===== src/rtl/pve_l1_mem_pwr_seq.sv =====
// Power daisy-chain initiator for the PVE L1 memory macros: one transition in flight, reports done/timeout/latency.
// Optional: define PVE_L1_PWR_SEQ_PRN_SYNC_EN to pass the chain-tail return through a 2-flop synchroniser.
module pve_l1_mem_pwr_seq #(
    parameter int unsigned NUM_MACRO = 64,
    parameter int unsigned TIMEOUT_W = 16,
    parameter int unsigned LAT_W     = TIMEOUT_W
) (
    input  logic                 i_clk,
    input  logic                 i_rst_n,
    input  logic                 i_req_valid,
    output logic                 o_req_ready,
    input  logic                 i_req_pwr_down,
    input  logic [TIMEOUT_W-1:0] i_timeout_cycles,
    output logic                 o_chain_pde,
    input  logic                 i_chain_prn,
    output logic                 o_pwr_state,
    output logic                 o_busy,
    output logic                 o_done,
    output logic                 o_err_timeout,
    output logic [LAT_W-1:0]     o_latency
);

    localparam int unsigned MIN_LAT_W = $clog2(NUM_MACRO + 1);

    if (LAT_W < MIN_LAT_W) begin : g_lat_w_check
        $error("LAT_W too narrow for NUM_MACRO");
    end

    typedef enum logic [1:0] {
        S_IDLE = 2'd0,
        S_WAIT = 2'd1,
        S_RESP = 2'd2
    } state_t;

    state_t                 state;
    logic                   target;
    logic [TIMEOUT_W-1:0]   timeout;
    logic [TIMEOUT_W-1:0]   cnt;
    logic [TIMEOUT_W-1:0]   cnt_next;
    logic                   timeout_hit;
    logic                   prn_s;

`ifdef PVE_L1_PWR_SEQ_PRN_SYNC_EN
    logic [1:0] prn_sync;

    // Return path may be asynchronous to i_clk; adds two cycles of measured latency.
    always_ff @(posedge i_clk) begin
        if (!i_rst_n) begin
            prn_sync <= 2'b00;
        end else begin
            prn_sync <= {prn_sync[0], i_chain_prn};
        end
    end

    assign prn_s = prn_sync[1];
`else
    assign prn_s = i_chain_prn;
`endif

    // Saturating wait counter so a stuck chain with no timeout never wraps.
    assign cnt_next    = (&cnt) ? cnt : cnt + TIMEOUT_W'(1);
    assign timeout_hit = (timeout != '0) && (cnt_next == timeout);

    always_ff @(posedge i_clk) begin
        if (!i_rst_n) begin
            state         <= S_IDLE;
            o_req_ready   <= 1'b1;
            o_chain_pde   <= 1'b0;
            o_pwr_state   <= 1'b0;
            o_busy        <= 1'b0;
            o_done        <= 1'b0;
            o_err_timeout <= 1'b0;
            o_latency     <= '0;
            target        <= 1'b0;
            timeout       <= '0;
            cnt           <= '0;
        end else begin
            o_done        <= 1'b0;
            o_err_timeout <= 1'b0;
            case (state)
                S_IDLE: begin
                    if (i_req_valid && o_req_ready) begin
                        o_req_ready <= 1'b0;
                        o_busy      <= 1'b1;
                        if (i_req_pwr_down == o_pwr_state) begin
                            // Already in the requested state: confirm without touching the chain.
                            o_done    <= 1'b1;
                            o_latency <= '0;
                            state     <= S_RESP;
                        end else begin
                            o_chain_pde <= i_req_pwr_down;
                            target      <= i_req_pwr_down;
                            timeout     <= i_timeout_cycles;
                            cnt         <= '0;
                            state       <= S_WAIT;
                        end
                    end
                end
                S_WAIT: begin
                    cnt <= cnt_next;
                    // A match on the timeout cycle still counts as success.
                    if (prn_s == target) begin
                        o_latency   <= LAT_W'(cnt_next);
                        o_pwr_state <= target;
                        o_done      <= 1'b1;
                        state       <= S_RESP;
                    end else if (timeout_hit) begin
                        o_latency     <= LAT_W'(cnt_next);
                        o_err_timeout <= 1'b1;
                        state         <= S_RESP;
                    end
                end
                S_RESP: begin
                    o_req_ready <= 1'b1;
                    o_busy      <= 1'b0;
                    state       <= S_IDLE;
                end
                default: begin
                    o_req_ready <= 1'b1;
                    o_busy      <= 1'b0;
                    state       <= S_IDLE;
                end
            endcase
        end
    end

endmodule


===== config.mk =====
export PLATFORM = sky130hd
export DESIGN_NAME = pve_l1_mem_pwr_seq
export DESIGN_NICKNAME = d
export VERILOG_FILES = /design/src/rtl/pve_l1_mem_pwr_seq.sv
export SDC_FILE = /design/constraint.sdc
export NUM_CORES = 1
export LEC_CHECK = 0
export ABC_AREA = 1
export CAP_MARGIN = 25
export CELL_PAD_IN_SITES_DETAIL_PLACEMENT = 0
export CELL_PAD_IN_SITES_GLOBAL_PLACEMENT = 1
export CORE_MARGIN = 3
export CORE_UTILIZATION = 41
export DETAILED_ROUTE_END_ITERATION = 8
export PLACE_DENSITY = 0.93
export SLEW_MARGIN = 25
export SYNTH_ARGS = -nofsm -noshare
export SYNTH_HDL_FRONTEND = slang
export SYNTH_SLANG_ARGS = --single-unit

===== constraint.sdc =====
create_clock -name i_clk -period 3.93 [get_ports i_clk]
set_clock_uncertainty 0.15 [all_clocks]
set_input_delay 0.5895 -clock i_clk [delete_from_list [all_inputs] [get_ports i_clk]]
set_output_delay 0.5895 -clock i_clk [all_outputs]
set_load 0.02 [all_outputs]

# --- After elaboration in Yosys (flattened, before gate mapping) ---
# Index checks and enable logic that the tools add are counted.
totals:
  reg_bits: 56
  wordCells: 58
op_classes:
  reduce_logical: 13
  eq_ne: 8
  bitwise: 3
  n_mux: 23
  addsub: 1
op_table:
  columns: ["operator", "count"]
  rows:
  - ["$mux 16", 7]
  - ["$pmux 16 s2", 2]
  - ["$add 16x1->16 const B", 1]
  - ["$eq 16x16->1", 1]
  - ["$reduce_and 16->1", 1]
  - ["$reduce_bool 16->1", 1]
  - ["$mux 2", 4]
  - ["$mux 1", 6]
  - ["$ne 2x2->1 const B", 3]
  - ["$pmux 1 s2", 3]
  - ["$reduce_and 2->1", 3]
  - ["$reduce_and 3->1", 2]
  - ["$pmux 2 s2", 1]
  - ["$reduce_and 4->1", 1]
  - ["$ne 3x3->1 const B", 1]
  - ["$not 1->1", 3]
  - ["$reduce_or 3->1", 1]
  - ["$eq 1x1->1", 2]
  - ["$eq 2x1->1 const B", 1]
  - ["$logic_and 1x1->1", 2]
  - ["$logic_not 2->1", 1]
  - ["$reduce_bool 2->1", 1]

# --- Depth between registers and ports, before layout ---
logic_depth:
  depth_word: 7
  depth_mapped: 20
  ltp_nobuf: 18

# --- Worst setup path after synthesis ---
# OpenSTA, ideal clock, no wires.
synth_timing:
  kind: "reg2reg"
  startpoint: "reg cnt[0]"
  endpoint: "reg o_latency[5]"
  n_path_buf: 2
  slack_ns: 1.580
  stages_incl_launch_ff: 18
  setup_time_ns: 0.115
  required_time_ns: 3.665
  arrival_time_ns: 2.085
  cell_sequence: "dfxtp_1 ha_1 nand2_2 nor2_2 nand2_2 nor2_4 inv_2 buf_6 nand2_1 xor2_1 nand2_1 nor2_1 nand3_2 nand2_4 buf_6 nand3_1 nand2_1 nor2_1"
synth_between:
  elab_chain_cells: 6
synth_rtl:
  columns: ["element", "line", "text"]
  rows:
  - ["start, declared", "38", "logic [TIMEOUT_W-1:0] cnt;"]
  - ["start signal, assigned", "100", "cnt <= cnt_next;"]
  - ["$add 16x1->16 / $reduce_and 16->1 (equally long branches)", "61", "assign cnt_next = (&cnt) ? cnt : cnt + TIMEOUT_W'(1);"]
  - ["$mux 16 (*)", "61", null]
  - ["$eq 16x16->1", "62", "assign timeout_hit = (timeout != '0) && (cnt_next == timeout);"]
  - ["$logic_and 1x1->1", "62", null]
  - ["$ne 3x3->1 (no source line)", null, null]
  - ["$reduce_and 4->1 (no source line)", null, null]
  - ["end signal, assigned", "103", "o_latency <= LAT_W'(cnt_next);"]
  - ["end signal, assigned", "108", "o_latency <= LAT_W'(cnt_next);"]
  - ["end, declared", "20", "output logic [LAT_W-1:0] o_latency"]
# Every way passes the cells marked *; elsewhere a longest branch is shown, timed or not. The select of a mux whose other input is x is not followed.
# A chain may end at the register's enable or synchronous reset.

# --- Worst setup path in the final report ---
layout_timing:
  startpoint: "reg cnt[0]"
  endpoint: "reg o_latency[12]"
# Same word-level chain as after synthesis.

==> results.ini <==
[run_status]
run_status=finished, final reports clean

[synth]
post_synth_main_area_contributors=dfxtp_1, nand2_1, a21oi_1
syn_area_per_cell_um2=6.604
yosys_most_used_dff=dfxtp_1
post_synth_most_frequent_cells=nand2_1, dfxtp_1, a21oi_1
asyncSetResetFlopFracSynth_pct=0
synthesis.yosys.warnings=0
synth-seq-area-share_pct=39.02
synth_enable_flop_cells=0
postSynthCellCount=435
post-synth-top-count-cell=nand2_1
ys_ff_latch=56
postSynthNetCount=457
synth_top_area_share_pct=39.02
netlist.top_cell.by_area=dfxtp_1
post_synth_instance_area_mm2=0.002873
synth_simple_gate_area_share_pct=34.97
post_synth_fa_ha_maj_area_fraction_pct=0.4355
synth_xor_area_share_pct=3.659
synthMuxAreaShare_pct=0
yosysUniqueCellTypes=27
synth_compound_area_share_pct=13.50
synth_top_family_by_area=simple AND/OR/NAND/NOR gates

[floorplanning]
die_width_um=89.71
die_height_um=89.71
core_region_area_mm2=0.006568
num_rows=29
floorplan.initialDensity_pct=43.74
io_pins=43
design.die.area_mm2=0.008047

[clock_network]
clk_pin_slew_worst_paths_ps=100
htree_num_levels=2
cts_tree=yes
maximum_number_of_buffers_from_clock_root_to_sink=2
postCtsResizedCells=0
tritoncts_buffer_count=5
worst_skew_pair.late_latency_ps=310
clock_sink_count=56
clock_tree.root_cell=clkbuf_8
post-cts-setup-buffers=0
hold_buf_count_cts=0

[worst_setup_path]
worstSetupStartpointType=register
critical-path-slowest-cell=dfxtp_1
cp.buffers_inverters=2
crit_start=cnt[0]
r2r_cells=17
worst_path_dominant_cell_family=simple AND/OR/NAND/NOR gates
crit_path_max_cell_delay_ps=370
timing.critical_path.mode_cell=nand2_1
crit_fanout=34
beginning_of_the_worst_register_to_register_path=cnt[0]
cells_along_the_critical_path=ha_1 > nand2_2 > nor2_2 > nand2_2 > nor2_4 > inv_2 > o21ai_0 > nand2_1 > nand2_1 > inv_1 > nand3_1 > nor2_1 > nand3_2 > nand2_4 > nand3_1 > nand2_1 > nor2_1
setup.worst_path.class=reg -> reg
worstSetupPathDepth=17
ff2ff_setup_slack_ps=1170
worst-endpoint-arrival_ps=2830
critical_path.endpoint_type=register
timing.critical_path.required_ps=4000

[worst_hold_path]
cells_on_worst_hold_path=2
timing.hold.worst.class=reg -> reg
hold_path.startpoint=o_busy

[drt]
count_of_antenna_violating_nets_left_after_detailed_routing=0
dr_total_vias=2799
drt_iter0_drc=162
remaining_drc_errors=0
post_drt_via_cell_ratio=4.980
finalWirelength_um=7106
wl_per_cell_um=12.64
number_of_iterations_in_the_first_detailed_routing_pass=4

[sta]
holdWs_ps=339.7
period_needed_ps=2763
slew_headroom_pct=39.68
fin_setup_tns_ps=0
rsz_0062_raised_after_global_routing=false
fin_crit_sh_pct=70.29
final_hold_viol_count=0
worst-slew-pin-transition_ps=903.7
max_freq_mhz=362.0
finalSetupViolations=0
slew_viol_final=0

[grt]
met2_usage_pct=30.89
gr_layer_usage_met1_pct=22.63
grt_antenna_before_repair=0
grtUsageTotal_pct=17.65
wire_length_of_the_first_global_routing_pass_um=11940
top_usage_layer=met2
first_global_vias=2597
grt_overflow_total=0
globalRouteMet3Util_pct=2.755
grt_max_degree=35

[placement]
dpl.hpwl_um=5256
io_buffers=42
place_congestion=0.8785

[layout]
count_of_nets_after_finishing=490
drive_above_1_share_pct=4.904
filler_cell_count=681
area_delta_synth_final_pct=18.86
antennaDiodeCount=0

[run]
drv_cap=0

[pwr]
vdd_ir_drop_max_mv=0.1878
static-leakage-power_nw=1.334
power_density_mw_per_mm2=355.1

metrics by stage:
stage	total power [mW]	cells	util [%]	worst slack [ps]	cell area, µm²
detailed placement	0.9015	554	50.64	1149	3326
global route	1.280	562	51.99	824.2	3415
floorplan	0.8079	435	-	1580	2873
finish	1.213	562	51.99	1167	3415
CTS	1.225	562	51.99	1146	3415
global placement	0.8979	554	50.64	1234	3326
tightest hold or removal path: cells and delay by family, from the launching register on:
| family | cells | cell delay [ps] |
|---|---|---|
| AOI/OAI and AO/OA | 1 | 60 |
| DFF | 1 | 330 |
| and+or+nand+nor | 1 | 60 |
state kept, by name (all words and copies together) (netlist names):
| name | cells |
|---|---|
| o_done | 1 |
| o_req_ready | 1 |
| timeout | 16 |
| o_err_timeout | 1 |
| target | 1 |
| state | 2 |
| o_busy | 1 |
| o_latency | 16 |
| cnt | 16 |
| o_pwr_state | 1 |
layout make-up:
cell class              count  area [µm²]  share of cell area, %
multi-input cells         323        1510                  44.23
flip-flops and latches     56        1121                  32.83
repair buffers             44       435.4                  12.75
inverters                  38       142.6                  4.177
well taps                  93       116.4                  3.408
clock buffers               6       72.57                  2.125
clock inverters             2       16.27                 0.4764
path summary, 6_finish.rpt:
path | endpoint
worst max-delay path | o_latency[12]
worst min-delay path | o_busy
worst max register to register | o_latency[12]
worst min register to register | o_busy
power by group:
| group | total (mW) | leakage (nW) | internal, mW | switching, mW |
|---|---|---|---|---|
| registers | 0.629 | 0.457 | 0.606 | 0.0231 |
| clock network | 0.326 | 0.0414 | 0.128 | 0.198 |
| logic | 0.258 | 0.836 | 0.112 | 0.146 |
| total | 1.21 | 1.33 | 0.845 | 0.367 |
cell usage in the layout (no fill, tap or decap), types with 2 or more instances in the layout:
cell type	synthesis	final
clkbuf_8	0	5
inv_1	36	36
nand2_2	3	3
nor4_1	2	2
a21oi_1	53	53
nand3_1	43	43
xor2_1	8	8
nor2_2	5	5
xnor2_1	4	4
inv_2	2	2
nand2_1	124	124
nor3_1	2	2
o211ai_1	3	3
nand4_1	7	7
dfxtp_1	56	56
o21ai_0	19	19
clkdlybuf4s50_1	0	42
nor2_1	43	43
buf_4	0	2
cell families after synthesis:
logic type,after synthesis
xor+xnor,12
fa+ha+maj,1
flops,56
compound gates,76
simple gates,234
buf+inv,56
per-layer routing:
layer	wire, µm	vias up
li1	-	1470
met1	3251	1266
met2	3495	55
met3	270	8
met4	89	0
met5	0	-
Power figures use the tool's default switching activity.
